**src/rtl/dmem_ctrl_if.sv**
```systemverilog
// dmem_ctrl_if: data-cache request port plus the byte-wide RAM/IO bus served by dmem_ctrl.
interface dmem_ctrl_if;
    logic        iDC_en;
    logic        iDC_ls;
    logic [31:0] iDC_pc;
    logic [31:0] iDC_dt;
    logic [2:0]  iDC_len;
    logic        oDC_done;
    logic [31:0] oDC_dt;
    logic        oDC_wait;
    logic [7:0]  iRAM_dt;
    logic [7:0]  oRAM_dt;
    logic [31:0] oRAM_a;
    logic        oRAM_wr;
    logic        iIO_full;

    modport slave (
        input  iDC_en, iDC_ls, iDC_pc, iDC_dt, iDC_len, iRAM_dt, iIO_full,
        output oDC_done, oDC_dt, oDC_wait, oRAM_dt, oRAM_a, oRAM_wr
    );

    modport master (
        output iDC_en, iDC_ls, iDC_pc, iDC_dt, iDC_len, iRAM_dt, iIO_full,
        input  oDC_done, oDC_dt, oDC_wait, oRAM_dt, oRAM_a, oRAM_wr
    );
endinterface

```
**src/rtl/dmem_ctrl.sv**
```systemverilog
// dmem_ctrl: serialises cache load/store requests into byte accesses on an 8-bit RAM/IO bus.
// Define MC_IO_GAP_EN to force one idle bus cycle after every IO-window store byte.
module dmem_ctrl #(
    parameter logic [1:0] IO_HI   = 2'b11,
    parameter int         MAX_LEN = 4
) (
    input logic        clk,
    input logic        rst,
    input logic        rdy,
    dmem_ctrl_if.slave bus
);
`ifdef MC_IO_GAP_EN
    localparam bit GAP = 1'b1;
`else
    localparam bit GAP = 1'b0;
`endif

    typedef enum logic [1:0] {IDLE, LOAD, STORE, DONE} state_t;

    state_t      state_q, state_d;
    logic [31:0] pc_q, pc_d, dt_q, dt_d, asm_q, asm_d, rdt_q, rdt_d, a_q, a_d;
    logic [2:0]  len_q, len_d, i_q, i_d, len_c, n;
    logic [7:0]  wdt_q, wdt_d;
    logic        done_q, done_d, wait_q, wait_d, wr_q, wr_d, io;

    assign len_c = (bus.iDC_len > 3'(MAX_LEN)) ? 3'(MAX_LEN) : bus.iDC_len;
    assign io    = pc_q[17:16] == IO_HI;
    // a store byte only counts as sent in a cycle that actually strobed
    assign n     = i_q + {2'b00, wr_q};

    always_comb begin
        state_d = state_q;
        pc_d    = pc_q;
        dt_d    = dt_q;
        len_d   = len_q;
        i_d     = i_q;
        asm_d   = asm_q;
        rdt_d   = rdt_q;
        a_d     = a_q;
        wdt_d   = wdt_q;
        wait_d  = wait_q;
        done_d  = 1'b0;
        wr_d    = 1'b0;
        case (state_q)
            IDLE: if (bus.iDC_en) begin
                pc_d  = bus.iDC_pc;
                dt_d  = bus.iDC_dt;
                len_d = len_c;
                i_d   = '0;
                asm_d = '0;
                a_d   = bus.iDC_pc;
                wdt_d = bus.iDC_dt[7:0];
                if (len_c == 3'd0) begin
                    state_d = DONE;
                    done_d  = 1'b1;
                    rdt_d   = '0;
                end else begin
                    state_d = bus.iDC_ls ? STORE : LOAD;
                    wait_d  = 1'b1;
                    wr_d    = bus.iDC_ls && !(bus.iDC_pc[17:16] == IO_HI && bus.iIO_full);
                end
            end
            LOAD: begin
                // read data trails its address by one cycle
                if (i_q != 3'd0) asm_d[{i_q[1:0] - 2'd1, 3'b000} +: 8] = bus.iRAM_dt;
                if (i_q == len_q) begin
                    state_d = DONE;
                    done_d  = 1'b1;
                    wait_d  = 1'b0;
                    rdt_d   = asm_d;
                end else begin
                    i_d = i_q + 3'd1;
                    a_d = pc_q + 32'(i_q + 3'd1);
                end
            end
            STORE: begin
                if (GAP && wr_q && io) begin
                    i_d = n;
                    a_d = pc_q + 32'(n);
                end else if (n == len_q) begin
                    state_d = DONE;
                    done_d  = 1'b1;
                    wait_d  = 1'b0;
                    rdt_d   = '0;
                end else begin
                    i_d   = n;
                    a_d   = pc_q + 32'(n);
                    wdt_d = dt_q[{n[1:0], 3'b000} +: 8];
                    wr_d  = !(io && bus.iIO_full);
                end
            end
            default: state_d = IDLE;
        endcase
    end

    always_ff @(posedge clk or negedge rst) begin
        if (!rst) begin
            state_q <= IDLE;
            pc_q    <= '0;
            dt_q    <= '0;
            len_q   <= '0;
            i_q     <= '0;
            asm_q   <= '0;
            rdt_q   <= '0;
            a_q     <= '0;
            wdt_q   <= '0;
            wait_q  <= 1'b0;
            done_q  <= 1'b0;
            wr_q    <= 1'b0;
        end else if (rdy) begin
            state_q <= state_d;
            pc_q    <= pc_d;
            dt_q    <= dt_d;
            len_q   <= len_d;
            i_q     <= i_d;
            asm_q   <= asm_d;
            rdt_q   <= rdt_d;
            a_q     <= a_d;
            wdt_q   <= wdt_d;
            wait_q  <= wait_d;
            done_q  <= done_d;
            wr_q    <= wr_d;
        end
    end

    assign bus.oDC_done = done_q;
    assign bus.oDC_dt   = rdt_q;
    assign bus.oDC_wait = wait_q;
    assign bus.oRAM_dt  = wdt_q;
    assign bus.oRAM_a   = a_q;
    assign bus.oRAM_wr  = wr_q & rdy;
endmodule

```
**src/flat_wrapper.sv**
```systemverilog
// flat-port wrapper written by rule: the top's interface ports become plain ports
module dmem_ctrl_flat 
#(
    parameter logic [1:0] IO_HI   = 2'b11,
    parameter int         MAX_LEN = 4
)
  (clk, rst, rdy, bus_iDC_en, bus_iDC_ls, bus_iDC_pc, bus_iDC_dt, bus_iDC_len, bus_iRAM_dt, bus_iIO_full, bus_oDC_done, bus_oDC_dt, bus_oDC_wait, bus_oRAM_dt, bus_oRAM_a, bus_oRAM_wr);
  dmem_ctrl_if bus_i ();
  input logic clk;
  input logic rst;
  input logic rdy;
  input wire logic [$bits(bus_i.iDC_en)-1:0] bus_iDC_en;
  input wire logic [$bits(bus_i.iDC_ls)-1:0] bus_iDC_ls;
  input wire logic [$bits(bus_i.iDC_pc)-1:0] bus_iDC_pc;
  input wire logic [$bits(bus_i.iDC_dt)-1:0] bus_iDC_dt;
  input wire logic [$bits(bus_i.iDC_len)-1:0] bus_iDC_len;
  input wire logic [$bits(bus_i.iRAM_dt)-1:0] bus_iRAM_dt;
  input wire logic [$bits(bus_i.iIO_full)-1:0] bus_iIO_full;
  output wire logic [$bits(bus_i.oDC_done)-1:0] bus_oDC_done;
  output wire logic [$bits(bus_i.oDC_dt)-1:0] bus_oDC_dt;
  output wire logic [$bits(bus_i.oDC_wait)-1:0] bus_oDC_wait;
  output wire logic [$bits(bus_i.oRAM_dt)-1:0] bus_oRAM_dt;
  output wire logic [$bits(bus_i.oRAM_a)-1:0] bus_oRAM_a;
  output wire logic [$bits(bus_i.oRAM_wr)-1:0] bus_oRAM_wr;
  assign bus_i.iDC_en = bus_iDC_en;
  assign bus_i.iDC_ls = bus_iDC_ls;
  assign bus_i.iDC_pc = bus_iDC_pc;
  assign bus_i.iDC_dt = bus_iDC_dt;
  assign bus_i.iDC_len = bus_iDC_len;
  assign bus_i.iRAM_dt = bus_iRAM_dt;
  assign bus_i.iIO_full = bus_iIO_full;
  assign bus_oDC_done = bus_i.oDC_done;
  assign bus_oDC_dt = bus_i.oDC_dt;
  assign bus_oDC_wait = bus_i.oDC_wait;
  assign bus_oRAM_dt = bus_i.oRAM_dt;
  assign bus_oRAM_a = bus_i.oRAM_a;
  assign bus_oRAM_wr = bus_i.oRAM_wr;
  dmem_ctrl #(.IO_HI(IO_HI), .MAX_LEN(MAX_LEN)) u_core (.clk(clk), .rst(rst), .rdy(rdy), .bus(bus_i));
endmodule
```
**config.mk**
```make
export PLATFORM = sky130hd
export DESIGN_NAME = dmem_ctrl_flat
export DESIGN_NICKNAME = d
export VERILOG_FILES = /design/src/rtl/dmem_ctrl_if.sv /design/src/rtl/dmem_ctrl.sv /design/src/flat_wrapper.sv
export SDC_FILE = /design/constraint.sdc
export NUM_CORES = 1
export LEC_CHECK = 0
export ABC_CLOCK_PERIOD_IN_PS = 4450
export BUFFER_PORTS_ARGS = -buffer_cell sky130_fd_sc_hd__buf_2
export CAP_MARGIN = 10
export CORE_MARGIN = 2
export CORE_UTILIZATION = 45
export DETAILED_ROUTE_END_ITERATION = 16
export GPL_ROUTABILITY_DRIVEN = 1
export PLACE_DENSITY = 0.62
export SLEW_MARGIN = 20
export SYNTH_ARGS = -nofsm -noshare
export SYNTH_HDL_FRONTEND = slang
export SYNTH_SLANG_ARGS = --single-unit
```
**constraint.sdc**
```tcl
create_clock -name clk -period 4.45 [get_ports clk]
set_clock_uncertainty 0.2 [all_clocks]
set_input_delay 0.89 -clock clk [delete_from_list [all_inputs] [get_ports clk]]
set_output_delay 0.89 -clock clk [all_outputs]
set_load 0.01 [all_outputs]
```
==> flow_summary_export.csv, run 1 <==
group,metric,value,unit
worst_setup_path,critPathKind,"flop to flop",
place,hpwlAfterDp,15.0,mm
power_and_ir_drop,pwr-share-seq,36.6,%
global_routing,grt_max_degree,76,
synth,synth_ff_type,"dfrtp_1",
route,route.detailed.drc,0,
sta,relSlewSlack,33.3,%
sta,max_freq,262,MHz
power_and_ir_drop,pwr-share-comb,40.6,%
clock_tree,post-cts-setup-buffers,0,
global_routing,grt_pass1_wl,36.2,mm
die,pin_count,156,
die,core_area,19500,µm²
sta,hold_viol,0,
run,max_cap_violations,0,
finish,fin_nets,1049,
clock_tree,h-tree-depth,4,
place,io_buffers,155,
synth,synth_area,8980,µm²
power_and_ir_drop,power.leakage,0.00492,µW
worst_setup_path,worst_ep_arrival_time,3.91,ns
worst_setup_path,r2r_start,"u_core.i_q[0]$_DFFE_PN0P_",
worst_setup_path,crit_path_max_fanout,14,
clock_tree,cts_resized,0,
clock_tree,clock_path_buffers,2,
power_and_ir_drop,irDropWorstVdd,0.000309,V
place,routabilityCongestion,0.802,
power_and_ir_drop,sw_frac_of_total,38.3,%
global_routing,grtUsageTotal,21.2,%
worst_hold_path,hold_path_class,"input pin to async pin",
finish,drive_gt1_share,33.9,%
sta,fin_tns_setup,0,ns
power_and_ir_drop,clkPwrFrac,22.7,%
die,dieArea,21100,µm²
clock_tree,numCtsBuffers,17,
clock_tree,path_clk_slew,0.07,ns
worst_setup_path,r2r_cells,12,
synth,seq_area_frac_synth,49.9,%
worst_setup_path,end_kind,"flop",
synth,syn_area_per_cell,11.1,µm²
synth,syn_nets,905,
sta,rsz0062_at_grt,"false",
clock_tree,cts_tree,"built",
synth,yosysWarningCount,0,
power_and_ir_drop,p_sw,2700,µW
sta,setup_viol,0,
synth,synthDistinctLibCells,61,
route,vias,6779,
route,via_per_inst,5.51,
power_and_ir_drop,p_int,4340,µW
synth,ys_ff_latch,179,
clock_tree,cts-root-buf,"clkbuf_16",
die,rows,51,
route,drtIter0Drc,345,
die,start_util,46.0,%
worst_setup_path,critPathRequiredTime,4.54,ns
sta,final-max-slew-violation-count,0,
global_routing,antenna_found_initial,3,
die,die_h,145,µm
sta,fin_crit,3.82,ns
global_routing,grt_pass1_vias,6846,
synth,synth_edf_count,0,
finish,syn2layout_area_growth,18.8,%
synth,syn_inst,807,
route,routed_wl,21.9,mm
route,routedWlPerCell,17.8,µm
power_and_ir_drop,power.density,660,nW/µm²
status,status,"finished, final reports clean",
route,first_pass_iters,5,
synth,async_reset_ff_share,100,%
worst_setup_path,r2r_slack,0.63,ns
worst_setup_path,start_kind,"flop",
die,die_x,145,µm
global_routing,grt-ovfl-total,0,
clock_tree,clkLatencyLatePin,0.44,ns
route,antenna_left,0,
clock_tree,cts.sink_count,179,
worst_setup_path,worstReg2RegEnd,"u_core.bus.oRAM_a[22]$_DFFE_PN0P_",
sta,fin_crit_sh,85.9,%
clock_tree,cts_hold_buf,0,
power_and_ir_drop,power.total,7040,µW
sta,worstMarginPinSlew,0.992,ns
## worst max path at each step
stage	startpoint	to	slack (ns)	cells after the start
after global placement	u_core.i_q[0]$_DFFE_PN0P_	u_core.bus.oRAM_a[22]$_DFFE_PN0P_	0.74	12
after CTS	u_core.i_q[0]$_DFFE_PN0P_	u_core.bus.oRAM_a[22]$_DFFE_PN0P_	0.60	12
final	u_core.i_q[0]$_DFFE_PN0P_	u_core.bus.oRAM_a[22]$_DFFE_PN0P_	0.63	12
after detailed placement	u_core.i_q[0]$_DFFE_PN0P_	u_core.bus.oRAM_a[28]$_DFFE_PN0P_	0.61	12
after floorplan	u_core.state_q[0]$_DFFE_PN0P_	u_core.bus.oRAM_a[14]$_DFFE_PN0P_	0.90	11
after global routing	u_core.i_q[0]$_DFFE_PN0P_	u_core.bus.oRAM_a[22]$_DFFE_PN0P_	0.28	12
## cells in the final DEF (no fill, tap or decap), types with 3 or more instances in the layout
cell type,count
xor2_1,9
nand2_1,85
ha_1,16
a22o_1,27
and4_1,5
a21o_1,3
inv_1,11
inv_6,5
dfrtp_1,179
and2_1,5
buf_2,154
o211ai_1,10
mux2i_1,18
clkbuf_16,17
o21ai_0,46
a211oi_1,4
nor2b_1,10
nand3_1,42
a22oi_1,15
nand4_1,10
o221ai_1,3
nor4_1,7
mux4_2,8
bufinv_16,3
o21a_1,3
mux2_2,105
nor3_1,19
nor2_1,29
nand2b_1,4
a21oi_1,28
xnor2_1,16
buf_4,17
and3_1,8
nor3b_1,3
## synth_stat cells, types with 11 or more instances
cell      number  area share [%]
mux2i_1       18             2.0
o21ai_0       46             2.6
xnor2_1       16             1.6
clkbuf_1      34             1.4
nor2_1        29             1.2
ha_1          16             2.2
nand3_1       43             2.4
nand2_1       85             3.6
a22oi_1       15             1.3
dfrtp_1      179              50
inv_1         11            0.46
nor3_1        19             1.1
mux2_2       105              13
a22o_1        27             2.6
a21oi_1       28             1.6
## through the flow
stage          hold WS, ns  utilization [%]  worst slack (ns)  instances  area, µm²
2_1_floorplan        0.266                -             0.903        807       8980
3_3_place_gp         0.260             51.5             0.739       1197      10000
3_5_place_dp         0.265             51.5             0.606       1197      10000
4_1_cts              0.277             54.6             0.601       1229      10700
5_1_grt              0.301             54.6             0.277       1229      10700
6_report             0.251             54.7             0.627       1231      10700
## cell families (layout without fill, tap and decap cells)
group	after synthesis	count (layout)	synth area share, %
buffers and inverters	60	217	2.94
multiplexers	133	133	17.4
AO/OA/AOI/OAI	153	153	11.6
XOR/XNOR	26	26	2.69
other	0	2	0
adder cells (fa/ha/maj)	17	17	2.45
AND/OR/NAND/NOR	239	239	13.1
flip-flops	179	179	49.9
## power by group through the flow
stage | Combinational, µW | Sequential [µW] | Clock (µW)
2_1_floorplan | 2020 | 2570 | 0
3_3_place_gp | 2840 | 2590 | 0
3_5_place_dp | 2870 | 2600 | 0
4_1_cts | 2890 | 2580 | 1630
5_1_grt | 3160 | 2650 | 1690
6_report | 2860 | 2580 | 1600
## state kept, by name (all words and copies together) (netlist names)
name,count
u_core.bus.oDC_dt,32
u_core.state_q,2
u_core.len_q,3
u_core.i_q,3
u_core.dt_q,32
u_core.bus.oRAM_a,32
u_core.bus.oDC_wait,1
u_core.wr_q,1
u_core.asm_q,32
u_core.pc_q,32
u_core.bus.oRAM_dt,8
u_core.bus.oDC_done,1
## final cells by class
type	count	area (µm²)
diodes	2	5.00
clock buffers	17	425
clock inverters	15	194
fillers	1774	8850
inverters	12	45.0
multi-input cells	568	4260
flip-flops and latches	179	4480
well taps	265	332
repair buffers	173	930
## per-layer routing
metal	track usage, %	wire [µm]
met5	0	13
met4	4.80	205
met3	5.35	1140
met2	34.4	10300
met1	29.0	10300
## worst max-delay path, cell delays in order (launching register included)
cell	delay, ns
dfrtp_1	0.55
ha_1	0.36
buf_4	0.23
nand2_1	0.10
o21ai_0	0.11
ha_1	0.23
fa_1	0.25
a211oi_1	0.11
buf_4	0.17
nor4_2	0.85
nand3_1	0.18
xnor2_1	0.21
o221ai_1	0.14
(Power assumes the default switching activity.)
==> run 2: changes to the inputs <==
Settings changed: CELL_PAD_IN_SITES_DETAIL_PLACEMENT from default to 0, CELL_PAD_IN_SITES_GLOBAL_PLACEMENT from default to 2, CORE_UTILIZATION 45 to 37, GPL_ROUTABILITY_DRIVEN 1 to default, PLACE_DENSITY 0.62 to 0.77.
==> run 2 against run 1 <==
Sequential power about the same; flip-flop and latch count unchanged; cell count up 4.8%; final area up 0.74%; total power down 0.23%; setup slack better by 0.026 ns; highest routed layer is now met4; largest power group unchanged; non-clock buffer count unchanged; die area up 21%; routed wire length up 6.2%; critical path depth down 3.
==> flow_summary_export.csv, run 2 (synthesized netlist as in run 1, its figures left out) <==
group,metric,value,unit
worst_setup_path,end_kind,"flop",
worst_setup_path,r2r_slack,0.65,ns
run,max_cap_violations,0,
clock_tree,path_clk_slew,0.08,ns
worst_setup_path,crit_path_top_delay_cell,"a211oi_1",
place,io_buffers,155,
die,core_area,24100,µm²
clock_tree,cts_resized,0,
finish,drive_gt1_share,33.8,%
sta,max_freq,263,MHz
finish,stdcell_count,1290,
worst_setup_path,crit_path_max_fanout,14,
global_routing,grt_pass1_vias,6798,
clock_tree,post-cts-setup-buffers,0,
sta,fin_tns_setup,0,ns
global_routing,grt-ovfl-total,0,
sta,setup_viol,0,
route,antenna_left,0,
die,pin_count,156,
sta,hold_viol,0,
worst_setup_path,r2r_cells,9,
worst_setup_path,worst_ep_arrival_time,3.92,ns
die,rows,57,
clock_tree,cts-root-buf,"clkbuf_16",
route,routedWlPerCell,18.0,µm
die,start_util,37.3,%
finish,final_cell_mix,"dfrtp_1, buf_2, mux2_2",
clock_tree,numCtsBuffers,17,
power_and_ir_drop,power.leakage,0.00493,µW
place,dpl_worst_slack,0.581,ns
place,hpwlAfterDp,15.9,mm
finish,fin_nets,1049,
route,route.detailed.drc,0,
route,first_pass_iters,5,
sta,final-max-slew-violation-count,0,
sta,setup_slack,0.653,ns
route,drtIter0Drc,439,
sta,fin_crit_sh,85.3,%
worst_setup_path,crit_path_max_incr_delay,0.73,ns
power_and_ir_drop,power.density,653,nW/µm²
global_routing,grt_pass1_wl,37.8,mm
sta,rsz0062_at_grt,"false",
place,routabilityCongestion,0.746,
finish,final_common_cell,"dfrtp_1",
global_routing,grt_max_degree,80,
global_routing,grtUsageTotal,18.7,%
route,routed_wl,23.3,mm
worst_setup_path,critPathKind,"flop to flop",
route,vias,6708,
clock_tree,h-tree-depth,4,
clock_tree,cts.sink_count,179,
worst_setup_path,worstReg2RegEnd,"u_core.bus.oRAM_a[14]$_DFFE_PN0P_",
status,status,"finished, final reports clean",
worst_setup_path,setup.worst_path.end,"u_core.bus.oRAM_a[14]$_DFFE_PN0P_",
die,dieArea,25500,µm²
worst_setup_path,crit_chain,"inv_1, ha_1, mux2_2, fa_1, a211oi_1, nor4_4, a31o_2, a21oi_1, o21ai_0",
die,die_h,160,µm
power_and_ir_drop,irDropWorstVdd,0.000349,V
finish,fillCellCount,2400,
finish,syn2layout_area_growth,19.6,%
die,die_x,160,µm
sta,fin_crit,3.80,ns
route,via_per_inst,5.20,
place,dp_cells,1256,
clock_tree,cts_hold_buf,0,
clock_tree,clock_path_buffers,2,
global_routing,antenna_found_initial,2,
worst_setup_path,critPathRequiredTime,4.58,ns
clock_tree,clkLatencyLatePin,0.44,ns
worst_setup_path,r2r_start,"u_core.i_q[0]$_DFFE_PN0P_",
sta,relSlewSlack,33.5,%
clock_tree,cts_tree,"built",
worst_hold_path,hold_path_class,"flop to flop",
worst_setup_path,cp-startpoint,"u_core.i_q[0]$_DFFE_PN0P_",
sta,worstMarginPinSlew,0.989,ns
worst_setup_path,start_kind,"flop",
[run 2: cell count changes in the layout (fill, tap and decap cells not counted), sizes merged]
cell      before  now
bufinv         3    2
clkbuf        17   20
clkinvlp       2    1
inv           18   17
[run 2: through the flow]
step	util [%]	power (µW)	area [µm²]	hold WS [ns]
after detailed placement	42.1	5550	10100	0.267
after global routing	44.6	7540	10700	0.307
after CTS	44.5	7120	10700	0.283
after floorplan	-	4590	8980	0.266
final	44.6	7020	10800	0.276
after global placement	42.1	5520	10100	0.260
[run 2: worst min-delay path by stage]
stage	start	to	slack (ns)	depth (start not counted)
floorplan	u_core.asm_q[10]$_DFFE_PN0P_	u_core.asm_q[10]$_DFFE_PN0P_	0.27	1
global placement	u_core.bus.oRAM_dt[7]$_DFFE_PN0P_	u_core.bus.oRAM_dt[7]$_DFFE_PN0P_	0.26	2
detailed placement	u_core.bus.oRAM_dt[7]$_DFFE_PN0P_	u_core.bus.oRAM_dt[7]$_DFFE_PN0P_	0.27	2
CTS	u_core.bus.oRAM_dt[7]$_DFFE_PN0P_	u_core.bus.oRAM_dt[7]$_DFFE_PN0P_	0.28	2
global route	u_core.bus.oDC_dt[1]$_DFFE_PN0P_	u_core.bus.oDC_dt[1]$_DFFE_PN0P_	0.31	1
finish	u_core.bus.oRAM_dt[7]$_DFFE_PN0P_	u_core.bus.oRAM_dt[7]$_DFFE_PN0P_	0.28	2
[run 2: layout make-up]
type / instances / area, µm² / share of cell area, %
Clock buffer: 20 / 457 / 4.25
Sequential cell: 179 / 4480 / 41.7
Tap cell: 324 / 405 / 3.77
Clock inverter: 12 / 139 / 1.29
Multi-Input combinational cell: 568 / 4280 / 39.8
Inverter: 12 / 45.0 / 0.419
Antenna cell: 2 / 5.00 / 0.0466
Timing Repair Buffer: 173 / 942 / 8.76
[run 2: where the power goes]
group,total (µW),leakage [µW],internal [µW],switching (µW)
sequential,2580,0.00229,2150,427
clock,1540,0.000293,869,676
combinational,2900,0.00234,1290,1610
total,7020,0.00493,4310,2710
[run 2: metal layers]
metal	vias to the layer above	part of all wire (%)	wire length [µm]	track usage, %
met5	-	0	0	0
met2	161	46	10700	28.7
met3	19	4.2	987	3.38
met1	3296	48	11200	27.1
li1	3232	-	-	-
met4	0	1.5	340	5.41
[run 2: worst max-delay path: cells and delay by family (launching register included)]
family | cells | cell delay [ns]
muxes | 1 | 0.33
adders and majority gates | 2 | 0.88
buffers and inverters | 1 | 0.18
and+or+nand+nor | 1 | 0.22
AOI/OAI and AO/OA | 4 | 1.25
DFF | 1 | 0.63
==> run 3: changes to the inputs <==
Settings changed: CORE_UTILIZATION 37 to 38, CTS_BUF_LIST from default to sky130_fd_sc_hd__clkbuf_4 sky130_fd_sc_hd__clkbuf_8, PLACE_DENSITY 0.77 to 0.94.
==> run 3 against run 2 <==
Setup slack gained 0.039 ns; maximum frequency grew 1.0%; critical path depth grew 1; total power shrank 5.2%; via count grew 0.98%; hold slack lost 0.029 ns.
==> flow_summary_export.csv, run 3 (synthesized netlist as in run 1, its figures left out) <==
group,metric,value,unit
status,status,"finished, final reports clean",
sta,rsz0062_at_grt,"false",
place,routabilityCongestion,0.791,
clock_tree,clkLatencyLatePin,0.46,ns
clock_tree,cts_resized,0,
power_and_ir_drop,power.density,632,nW/µm²
sta,fin_crit_sh,84.5,%
route,route.detailed.drc,0,
finish,stdcell_count,1284,
global_routing,grt_pass1_vias,6759,
die,die_x,158,µm
sta,relSlewSlack,37.6,%
clock_tree,cts_hold_buf,0,
die,rows,56,
place,io_buffers,155,
worst_setup_path,r2r_start,"u_core.i_q[0]$_DFFE_PN0P_",
global_routing,grt_max_degree,77,
sta,setup_viol,0,
sta,hold_viol,0,
route,routedWlPerCell,17.8,µm
run,max_cap_violations,0,
die,pin_count,156,
finish,multiInputGateArea,4260,µm²
clock_tree,clock_path_buffers,2,
clock_tree,cts-root-buf,"clkbuf_8",
finish,final_cell_mix,"dfrtp_1, buf_2, mux2_2",
die,core_area,23300,µm²
finish,area.sequential,4480,µm²
route,vias,6774,
worst_hold_path,hold_path_class,"input pin to async pin",
route,first_pass_iters,4,
die,dieArea,24900,µm²
finish,fin_nets,1051,
worst_setup_path,critPathRequiredTime,4.60,ns
worst_setup_path,end_kind,"flop",
route,routed_wl,22.9,mm
finish,drive_gt1_share,34.0,%
clock_tree,cts_tree,"built",
clock_tree,h-tree-depth,4,
worst_setup_path,crit_path_max_fanout,14,
global_routing,grtUsageTotal,18.8,%
clock_tree,post-cts-setup-buffers,0,
global_routing,grt-ovfl-total,0,
worst_setup_path,critPathKind,"flop to flop",
power_and_ir_drop,irDropWorstVdd,0.000269,V
clock_tree,path_clk_slew,0.10,ns
finish,syn2layout_area_growth,17.3,%
worst_setup_path,start_kind,"flop",
sta,fin_crit,3.76,ns
clock_tree,numCtsBuffers,17,
place,hpwlAfterDp,15.9,mm
global_routing,antenna_found_initial,1,
route,antenna_left,0,
die,start_util,38.5,%
sta,worstMarginPinSlew,0.928,ns
finish,diodes,0,
sta,fin_tns_setup,0,ns
worst_setup_path,cp-startpoint,"u_core.i_q[0]$_DFFE_PN0P_",
finish,fin_util,45.2,%
place,placed_cell_area,10100,µm²
finish,fin_area,10500,µm²
power_and_ir_drop,power.leakage,0.00483,µW
clock_tree,cts.sink_count,179,
finish,fillCellCount,2242,
die,die_h,158,µm
route,drtIter0Drc,355,
finish,final_common_cell,"dfrtp_1",
route,via_per_inst,5.28,
power_and_ir_drop,power.total,6660,µW
global_routing,grt_pass1_wl,36.7,mm
sta,final-max-slew-violation-count,0,
sta,max_freq,266,MHz
worst_setup_path,worst_ep_arrival_time,3.91,ns
place,dp_cells,1252,
==> run 3: cell count changes in the layout (fill, tap and decap cells not counted), sizes merged <==
cell      previous run  this run
clkinvlp             1         3
clkinv               4         3
clkbuf              20        18
diode                2         0
bufinv               2         3
buf                173       174
==> run 3: worst max-delay path, stage by stage (launching register included) <==
cell and delay [ns]:
dfrtp_1 0.61, inv_1 0.16, ha_1 0.41, mux2_2 0.33, fa_1 0.46, a211oi_1 0.70, nor4_2 0.11, buf_4 0.21
a31o_2 0.25, a21oi_1 0.11, o21ai_0 0.10
==> run 3: routing by layer <==
layer | up-vias | GRT usage (%) | part of all wire, %
met2 | 166 | 29.0 | 47
met4 | 2 | 4.98 | 1.1
li1 | 3226 | - | -
met3 | 23 | 4.16 | 4.8
met1 | 3357 | 26.9 | 47
met5 | - | 0 | 0.057
==> run 3: final timing paths <==
check | to | slack [ns] | cells after the start
worst max-delay path | u_core.bus.oRAM_a[14]$_DFFE_PN0P_ | 0.69 | 10
worst min-delay path | u_core.pc_q[30]$_DFFE_PN0P_ | 0.25 | 1
worst max register to register | u_core.bus.oRAM_a[14]$_DFFE_PN0P_ | 0.69 | 10
worst min register to register | u_core.bus.oRAM_dt[3]$_DFFE_PN0P_ | 0.28 | 2
max in group asynchronous | u_core.asm_q[22]$_DFFE_PN0P_ | 2.96 | 2
min in group clk | u_core.bus.oRAM_dt[3]$_DFFE_PN0P_ | 0.28 | 2
==> run 3: power by group <==
group          internal (µW)  switching [µW]  total (µW)
clock network            561             632        1190
logic                   1280            1600        2890
registers               2150             431        2580
total                   3990            2670        6660
==> run 3: per-stage QoR <==
stage	hold slack, ns	setup WS, ns
6_report	0.247	0.692
5_1_grt	0.299	0.494
4_1_cts	0.264	0.693
3_5_place_dp	0.268	0.703
3_3_place_gp	0.261	0.768
2_1_floorplan	0.266	0.903
==> run 3: area by class of cell <==
class | instances | share of cell area (%)
multi-input combinational | 568 | 40.4
timing repair buffer | 175 | 8.96
tap | 319 | 3.79
clock inverter | 14 | 1.66
sequential | 179 | 42.5
inverter | 12 | 0.427
clock buffer | 17 | 2.22
